### src/rtl/debounce_chaves.sv
// debounce_chaves
// Takes the raw board switches through a two-flop synchroniser into the
// clock domain, then filters each bit on its own. A bit of chaves_db only
// takes a new level after that level has been seen on the synchroniser
// output for STABLE_CYCLES cycles in a row.
// mudou pulses for one cycle on each accepted change, and alguma_mudou is
// the OR of mudou, registered in the same cycle.
// All outputs come straight from flops.
module debounce_chaves #(
    parameter int               WIDTH         = 8,
    parameter int               STABLE_CYCLES = 500000,
    parameter int               CNT_W         = 20,
    parameter logic [WIDTH-1:0] RESET_VAL     = '0
) (
    input  logic             clock,
    input  logic             reset,
    input  logic [WIDTH-1:0] chaves,
    output logic [WIDTH-1:0] chaves_db,
    output logic [WIDTH-1:0] mudou,
    output logic             alguma_mudou
);

    // Count value reached on the last cycle of the stability window.
    localparam logic [CNT_W-1:0] TERM_CNT = CNT_W'(STABLE_CYCLES - 1);

    logic [WIDTH-1:0] sync1;
    logic [WIDTH-1:0] sync2;
    logic [CNT_W-1:0] cnt      [WIDTH];
    logic [CNT_W-1:0] cnt_next [WIDTH];
    logic [WIDTH-1:0] db_next;
    logic [WIDTH-1:0] mudou_next;

    // Two-flop synchroniser with nothing between the flops, so metastability
    // has a full cycle to resolve.
    always_ff @(posedge clock or posedge reset) begin
        if (reset) begin
            sync1 <= '0;
            sync2 <= '0;
        end else begin
            sync1 <= chaves;
            sync2 <= sync1;
        end
    end

    // Per-bit filter decision.
    // Agreement with the accepted level clears the counter, so any bounce
    // forces the whole window to be served again. Otherwise the counter
    // advances until it reaches the terminal count, and then the new level
    // is taken. Because the counter is cleared on acceptance, it stays at or
    // below TERM_CNT and never wraps.
    always_comb begin
        db_next    = chaves_db;
        mudou_next = '0;
        for (int i = 0; i < WIDTH; i++) begin
            cnt_next[i] = cnt[i] + CNT_W'(1);
            if (sync2[i] == chaves_db[i]) begin
                cnt_next[i] = '0;
            end else if (cnt[i] == TERM_CNT) begin
                cnt_next[i]   = '0;
                db_next[i]    = sync2[i];
                mudou_next[i] = 1'b1;
            end
        end
    end

    // Register the filter state, the debounced levels and the change strobes.
    // Reset drops any count that is still in progress.
    always_ff @(posedge clock or posedge reset) begin
        if (reset) begin
            for (int i = 0; i < WIDTH; i++) begin
                cnt[i] <= '0;
            end
            chaves_db    <= RESET_VAL;
            mudou        <= '0;
            alguma_mudou <= 1'b0;
        end else begin
            for (int i = 0; i < WIDTH; i++) begin
                cnt[i] <= cnt_next[i];
            end
            chaves_db    <= db_next;
            mudou        <= mudou_next;
            alguma_mudou <= |mudou_next;
        end
    end

endmodule

### config.mk
export PLATFORM = sky130hd
export DESIGN_NAME = debounce_chaves
export DESIGN_NICKNAME = d
export VERILOG_FILES = /design/src/rtl/debounce_chaves.sv
export SDC_FILE = /design/constraint.sdc
export NUM_CORES = 1
export LEC_CHECK = 0
export CAP_MARGIN = 5
export CORE_MARGIN = 10
export CORE_UTILIZATION = 55
export CTS_BUF_LIST = sky130_fd_sc_hd__clkbuf_8 sky130_fd_sc_hd__clkbuf_16
export DETAILED_ROUTE_END_ITERATION = 12
export MAX_ROUTING_LAYER = met4
export PLACE_DENSITY = 0.72
export SYNTH_ARGS = -nofsm -noshare
export SYNTH_HDL_FRONTEND = slang
export SYNTH_SLANG_ARGS = --single-unit
### constraint.sdc
create_clock -name clock -period 12.05 [get_ports clock]
set_clock_uncertainty 0.15 [all_clocks]
set_input_delay 1.8075 -clock clock [delete_from_list [all_inputs] [get_ports clock]]
set_output_delay 1.8075 -clock clock [all_outputs]
set_load 0.03 [all_outputs]
==> results of run 1 <==
per-stage QoR:
stage                     cells  total power [mW]  utilization [%]  hold slack [ns]
after detailed placement   1085             0.717             58.9            0.185
final                      1117              1.31             62.9            0.201
after floorplan             866             0.705                -            0.181
after global placement     1085             0.716             58.9            0.185
after global routing       1117              1.36             62.9            0.217
after CTS                  1117              1.32             62.9            0.205
kinds of logic after synthesis:
logic type               after synthesis  synth area share, %
adder cells (fa/ha/maj)                8                 1.13
XOR/XNOR                             147                 14.7
AND/OR/NAND/NOR                      445                 25.6
AO/OA/AOI/OAI                         12                0.676
buffers and inverters                 53                 2.52
multiplexers                           8                 1.01
flip-flops                           193                 54.4
synthesized netlist by cell type (3+ instances only):
master,number
clkbuf_1,13
or4b_1,3
dfrtp_1,193
mux2_2,8
nand2_1,44
xor2_1,69
o21ai_0,7
nand4_1,42
nand3_1,50
nor4b_1,14
nor4_1,8
or2_1,6
xnor2_1,77
or2_2,4
nor3_1,35
nor2_1,182
buf_2,11
and3_1,16
inv_1,27
and4_1,13
or3_1,6
a21oi_1,5
ha_1,8
and2_1,4
worst paths after layout:
| kind | from | to | slack (ns) | depth (start not counted) |
|---|---|---|---|---|
| setup reg to reg | cnt[0] | alguma_mudou | 9.67 | 6 |
| max in group asynchronous | reset | cnt[30] | 8.50 | 3 |
| hold / removal | sync1[3] | sync2[3] | 0.20 | 0 |
| hold reg to reg | sync1[3] | sync2[3] | 0.20 | 0 |
| min in group asynchronous | reset | cnt[136] | 1.78 | 2 |
| setup / recovery | chaves_db[3] | chaves_db[3] | 8.49 | 1 |
power groups by stage:
stage          Sequential, mW  Combinational (mW)  Clock, mW
2_1_floorplan           0.675              0.0293          0
3_3_place_gp            0.677              0.0391          0
3_5_place_dp            0.677              0.0395          0
4_1_cts                 0.665              0.0399      0.619
5_1_grt                 0.666              0.0450      0.648
6_report                0.665              0.0381      0.605
metal layers:
| metal | vias up | global-route usage, % | wire length, um |
|---|---|---|---|
| met5 | - | - | 0 |
| met4 | 0 | 4.81 | 142 |
| met3 | 6 | 4.45 | 492 |
| met2 | 59 | 22.5 | 6950 |
| met1 | 2907 | 20.4 | 7670 |
| li1 | 2963 | - | - |
layout make-up:
class                   count  share of cell area [%]
flip-flops and latches    193                    48.5
multi-input cells         620                    38.4
clock buffers              17                    4.27
repair buffers             29                    2.84
well taps                 216                    2.71
clock inverters            15                    2.17
inverters                  27                    1.09
flip-flops by register name, summed over array words and instances, names as in the netlist:
name	count
cnt	160
chaves_db	8
mudou	8
sync1	8
sync2	8
alguma_mudou	1
==> flow_summary_export.csv, run 1 <==
group,metric,value,unit
die,die_h,147,um
synthesis,synth_edf_count,0,
die,die_width,147,um
min_path,hold_class,"reg -> reg",
grt,grt_max_degree,120,
placement,place_hpwl,10000,um
detailed_routing,drc,0,
cells_and_area,drive_gt1_share,6.55,%
power_and_ir_drop,comb_power_share,2.9,%
power_and_ir_drop,switching_share,20.8,%
clocking,htreeDepth,4,
detailed_routing,vias,5935,
placement,post_dp_cell_area,9320,um2
timing,timing.final.hold_violations,0,
die,die-area,21600,um2
clocking,tritoncts,"yes",
power_and_ir_drop,p_leak,4.18,nW
synthesis,synth_flop_cell,"dfrtp_1",
clocking,cts_resized,0,
timing,layout_setup_ws,8.49,ns
timing,finalSetupTns,0,ns
synthesis,syn_inst,866,
timing,min_period,3.56,ns
cells_and_area,fillCellCount,1277,
flow_run,drv_cap,0,
die,core_area,15800,um2
clocking,cts_hold_buf,0,
detailed_routing,wirelength,15300,um
cells_and_area,seq_area,4830,um2
synthesis,synth_top_area_share,54.4,%
power_and_ir_drop,clkPwrFrac,46.2,%
critical_path,critPathKind,"reg -> out",
cells_and_area,nets,906,
clocking,cts_setup_buffers,0,
grt,grt_pass1_vias,5858,
placement,io_buffers,26,
cells_and_area,final_cell_mix,"193 x dfrtp_1, 182 x nor2_1, 77 x xnor2_1",
grt,grt_pass1_wl,27200,um
die,start_util,56.1,%
grt,antenna_found_initial,1,
timing,worstMarginPinSlew,0.912,ns
cells_and_area,multi_input_area,3830,um2
clocking,cts.path.max_buffers,2,
synthesis,synth_fp_nets,884,
synthesis,syn-cell-area,8880,um2
die,rows,46,
die,io_pins,27,
synthesis,ys_seq_area_share,54.4,%
power_and_ir_drop,cellPowerDensity,131,nW/um2
grt,grt.total_usage,15.4,%
synthesis,synth-seq-cells,193,
critical_path,crit_arrival,1.60,ns
critical_path,crit_fanout,3,
cells_and_area,diodes,0,
detailed_routing,drt-pass1-iter-count,4,
power_and_ir_drop,seq_power_share,50.9,%
cells_and_area,final_common_cell,"dfrtp_1",
power_and_ir_drop,p_int,1.04,mW
clocking,cts_buffers,17,
critical_path,required,10.09,ns
timing,setup_violations,0,
detailed_routing,ant_nets,0,
detailed_routing,wl_per_cell,13.7,um
detailed_routing,avgViaCountPerCell,5.31,
clocking,clock-root-buffer,"clkbuf_16",
synthesis,synth_area_leaders,"dfrtp_1 54%, nor2_1 7.7%, xnor2_1 7.6%",
placement,gp_congestion,0.832,
grt,grt_overflow_total,0,
cells_and_area,stdcell_area,9960,um2
clocking,cts.clk_slew.worst_paths,0.07,ns
detailed_routing,drtIter0Drc,263,
clocking,insertion_delay,0.43,ns
critical_path,start_kind,"flip-flop",
clocking,clock_sinks,193,
timing,slew_headroom,39.2,%
status,outcome,"finished clean",
critical_path,crit_slowest_cell,"clkdlybuf4s50_1",
synthesis,synth_warnings,0,
critical_path,path_buf_inv,1,
critical_path,worstPathCellList,"clkdlybuf4s50_1",
synthesis,synth_async_sr_flop_share,100,%
synthesis,synth_top_area_cell,"dfrtp_1",
timing,period_share,29.5,%
critical_path,worst_path_largest_cell_delay,0.71,ns
cells_and_area,area_growth_syn_to_layout,12.2,%
timing,rsz0062_at_grt,"false",
critical_path,cp-end-kind,"primary output",
placement,post-place-ws,7.95,ns
synthesis,ys_types,41,
synthesis,syn_avg_cell_area,10.3,um2
timing,fmax,281,MHz
timing,slew_viol_final,0,
critical_path,cp_top_family,"buffers and inverters",
power_and_ir_drop,power.switching,0.272,mW
power_and_ir_drop,peakVddDrop,0.136,mV
Note: power is estimated with default switching activity, not from simulation.
==> run 2: changes to the inputs <==
Settings changed: PLACE_DENSITY 0.72 to 0.75.
Clock period 12.05 ns to 3 ns, I/O delays scaled along.
==> run 2 against run 1 <==
Net effect: final cell count increased by 0.36%; global-route usage is 0.13 points higher; critical endpoint is now cnt[133]; first-iteration DRC count is 3.8% higher; core utilization barely moved; register-to-register slack worse by 8.9 ns; non-clock buffer count increased by 4; cell area about the same; clock-buffer cell count rose by 3; worst hold slack gained 0.00079 ns; critical path depth up 4.
==> flow_summary_export.csv, run 2 (synthesis gave the netlist of run 1 again) <==
group,metric,value,unit
detailed_routing,drtIter0Drc,273,
cells_and_area,nets,910,
critical_path,rr_endpoint,"cnt[133]",
clocking,cts_setup_buffers,0,
timing,timing.final.hold_violations,0,
cells_and_area,multi_input_area,3830,um2
cells_and_area,largest_reg_flops,160,
power_and_ir_drop,power.switching,1.11,mW
placement,dp.cells,1089,
critical_path,worstPathCellList,"or4b_1, nor3_2, and3_1, or2_1, nor2_1",
critical_path,r2r_cells,5,
die,io_pins,27,
critical_path,crit_fanout,18,
power_and_ir_drop,switching_share,22.1,%
clocking,cts_hold_buf,0,
timing,rsz0062_at_grt,"false",
critical_path,endpoint,"cnt[133]",
grt,antenna_found_initial,0,
cells_and_area,area_growth_syn_to_layout,12.1,%
detailed_routing,wirelength,15700,um
timing,worstMarginPinSlew,0.661,ns
placement,post_dp_cell_area,9380,um2
clocking,htreeDepth,4,
clocking,insertion_delay,0.43,ns
die,die-area,21600,um2
die,rows,46,
timing,slew_headroom,56.0,%
detailed_routing,drt-pass1-iter-count,4,
cells_and_area,instances_no_fill,1121,
die,die_width,147,um
min_path,hold_class,"reg -> reg",
power_and_ir_drop,p_int,3.91,mW
placement,gp_congestion,0.815,
critical_path,start_kind,"flip-flop",
critical_path,r2r_setup_slack,0.74,ns
critical_path,critPathKind,"reg -> reg",
power_and_ir_drop,clkPwrFrac,43.5,%
detailed_routing,drc,0,
flow_run,drv_cap,0,
cells_and_area,seq_area,4830,um2
clocking,clock-root-buffer,"clkbuf_16",
cells_and_area,top_register,"cnt",
die,die_h,147,um
timing,period_share,75.4,%
die,start_util,56.1,%
critical_path,crit_arrival,2.40,ns
grt,grt_pass1_vias,5835,
clocking,cts.clk_slew.worst_paths,0.07,ns
detailed_routing,avgViaCountPerCell,5.28,
clocking,cts_buffers,17,
detailed_routing,wl_per_cell,14.0,um
critical_path,required,3.14,ns
cells_and_area,fillCellCount,1253,
grt,grt_pass1_wl,27500,um
critical_path,startpoint,"cnt[132]",
die,core_area,15800,um2
cells_and_area,fin_util,62.9,%
timing,holdWs,0.202,ns
cells_and_area,drive_gt1_share,7.18,%
clocking,clock_sinks,193,
cells_and_area,final_common_cell,"dfrtp_1",
placement,place_hpwl,10700,um
cells_and_area,stdcell_area,9960,um2
power_and_ir_drop,peakVddDrop,0.423,mV
clocking,cts.path.max_buffers,2,
timing,slew_viol_final,0,
cells_and_area,final_cell_mix,"193 x dfrtp_1, 182 x nor2_1, 77 x xnor2_1",
critical_path,crit_slowest_cell,"or4b_1",
clocking,cts_resized,0,
detailed_routing,vias,5921,
detailed_routing,ant_nets,0,
timing,min_period,2.26,ns
placement,io_buffers,26,
timing,fmax,442,MHz
critical_path,r2r-start,"cnt[132]",
cells_and_area,diodes,0,
grt,grt_overflow_total,0,
critical_path,worst_path_largest_cell_delay,0.53,ns
status,outcome,"finished clean",
power_and_ir_drop,p_leak,4.19,nW
power_and_ir_drop,seq_power_share,53.3,%
power_and_ir_drop,comb_power_share,3.3,%
timing,setup_violations,0,
critical_path,cp-end-kind,"flip-flop",
clocking,tritoncts,"yes",
power_and_ir_drop,cellPowerDensity,503,nW/um2
grt,grt_max_degree,52,
power_and_ir_drop,p_total,5.01,mW
grt,grt.total_usage,15.5,%
==> run 2: cell count changes in the layout (fill, tap and decap cells not counted), sizes merged <==
cell and delta:
buf +4, bufinv -4, clkinv +4, clkinvlp -1, clkbuf +3, inv -2
==> run 2: worst min-delay path by stage <==
stage          cells past startpoint      from  slack [ns]       end
4_1_cts                            0  sync1[2]        0.20  sync2[2]
6_report                           0  sync1[0]        0.20  sync2[0]
3_3_place_gp                       0  sync1[1]        0.18  sync2[1]
5_1_grt                            0  sync1[0]        0.20  sync2[0]
2_1_floorplan                      0  sync1[0]        0.18  sync2[0]
3_5_place_dp                       0  sync1[2]        0.19  sync2[2]
==> run 2: cell type report <==
type,instances,share of cell area (%)
Multi-Input combinational cell,620,38.4
Inverter,27,1.06
Clock inverter,12,1.07
Clock buffer,20,4.69
Timing Repair Buffer,33,3.52
Tap cell,216,2.71
Sequential cell,193,48.5
==> run 2: power groups by stage <==
stage | clock network (mW) | logic (mW) | registers [mW]
6_report | 2.18 | 0.163 | 2.67
5_1_grt | 2.34 | 0.193 | 2.67
4_1_cts | 2.24 | 0.171 | 2.67
3_5_place_dp | 0 | 0.170 | 2.72
3_3_place_gp | 0 | 0.167 | 2.72
2_1_floorplan | 0 | 0.118 | 2.71
==> run 2: per-stage QoR <==
stage | setup slack, ns | setup TNS [ns]
2_1_floorplan | -0.0904 | -17.45
3_3_place_gp | 0.794 | 0
3_5_place_dp | 0.730 | 0
4_1_cts | 0.716 | 0
5_1_grt | 0.503 | 0
6_report | 0.737 | 0
==> run 2: layer usage <==
| layer | wire length, um | global-route usage, % | vias to the layer above |
|---|---|---|---|
| li1 | - | - | 2957 |
| met1 | 7550 | 20.4 | 2864 |
| met2 | 7300 | 23.1 | 83 |
| met3 | 536 | 3.90 | 17 |
| met4 | 284 | 5.35 | 0 |
| met5 | 0 | - | - |
==> run 2: worst max-delay path: cells and delay by family (launching register included) <==
kind	cells	cell delay, ns
DFF	1	0.43
and+or+nand+nor	5	1.54
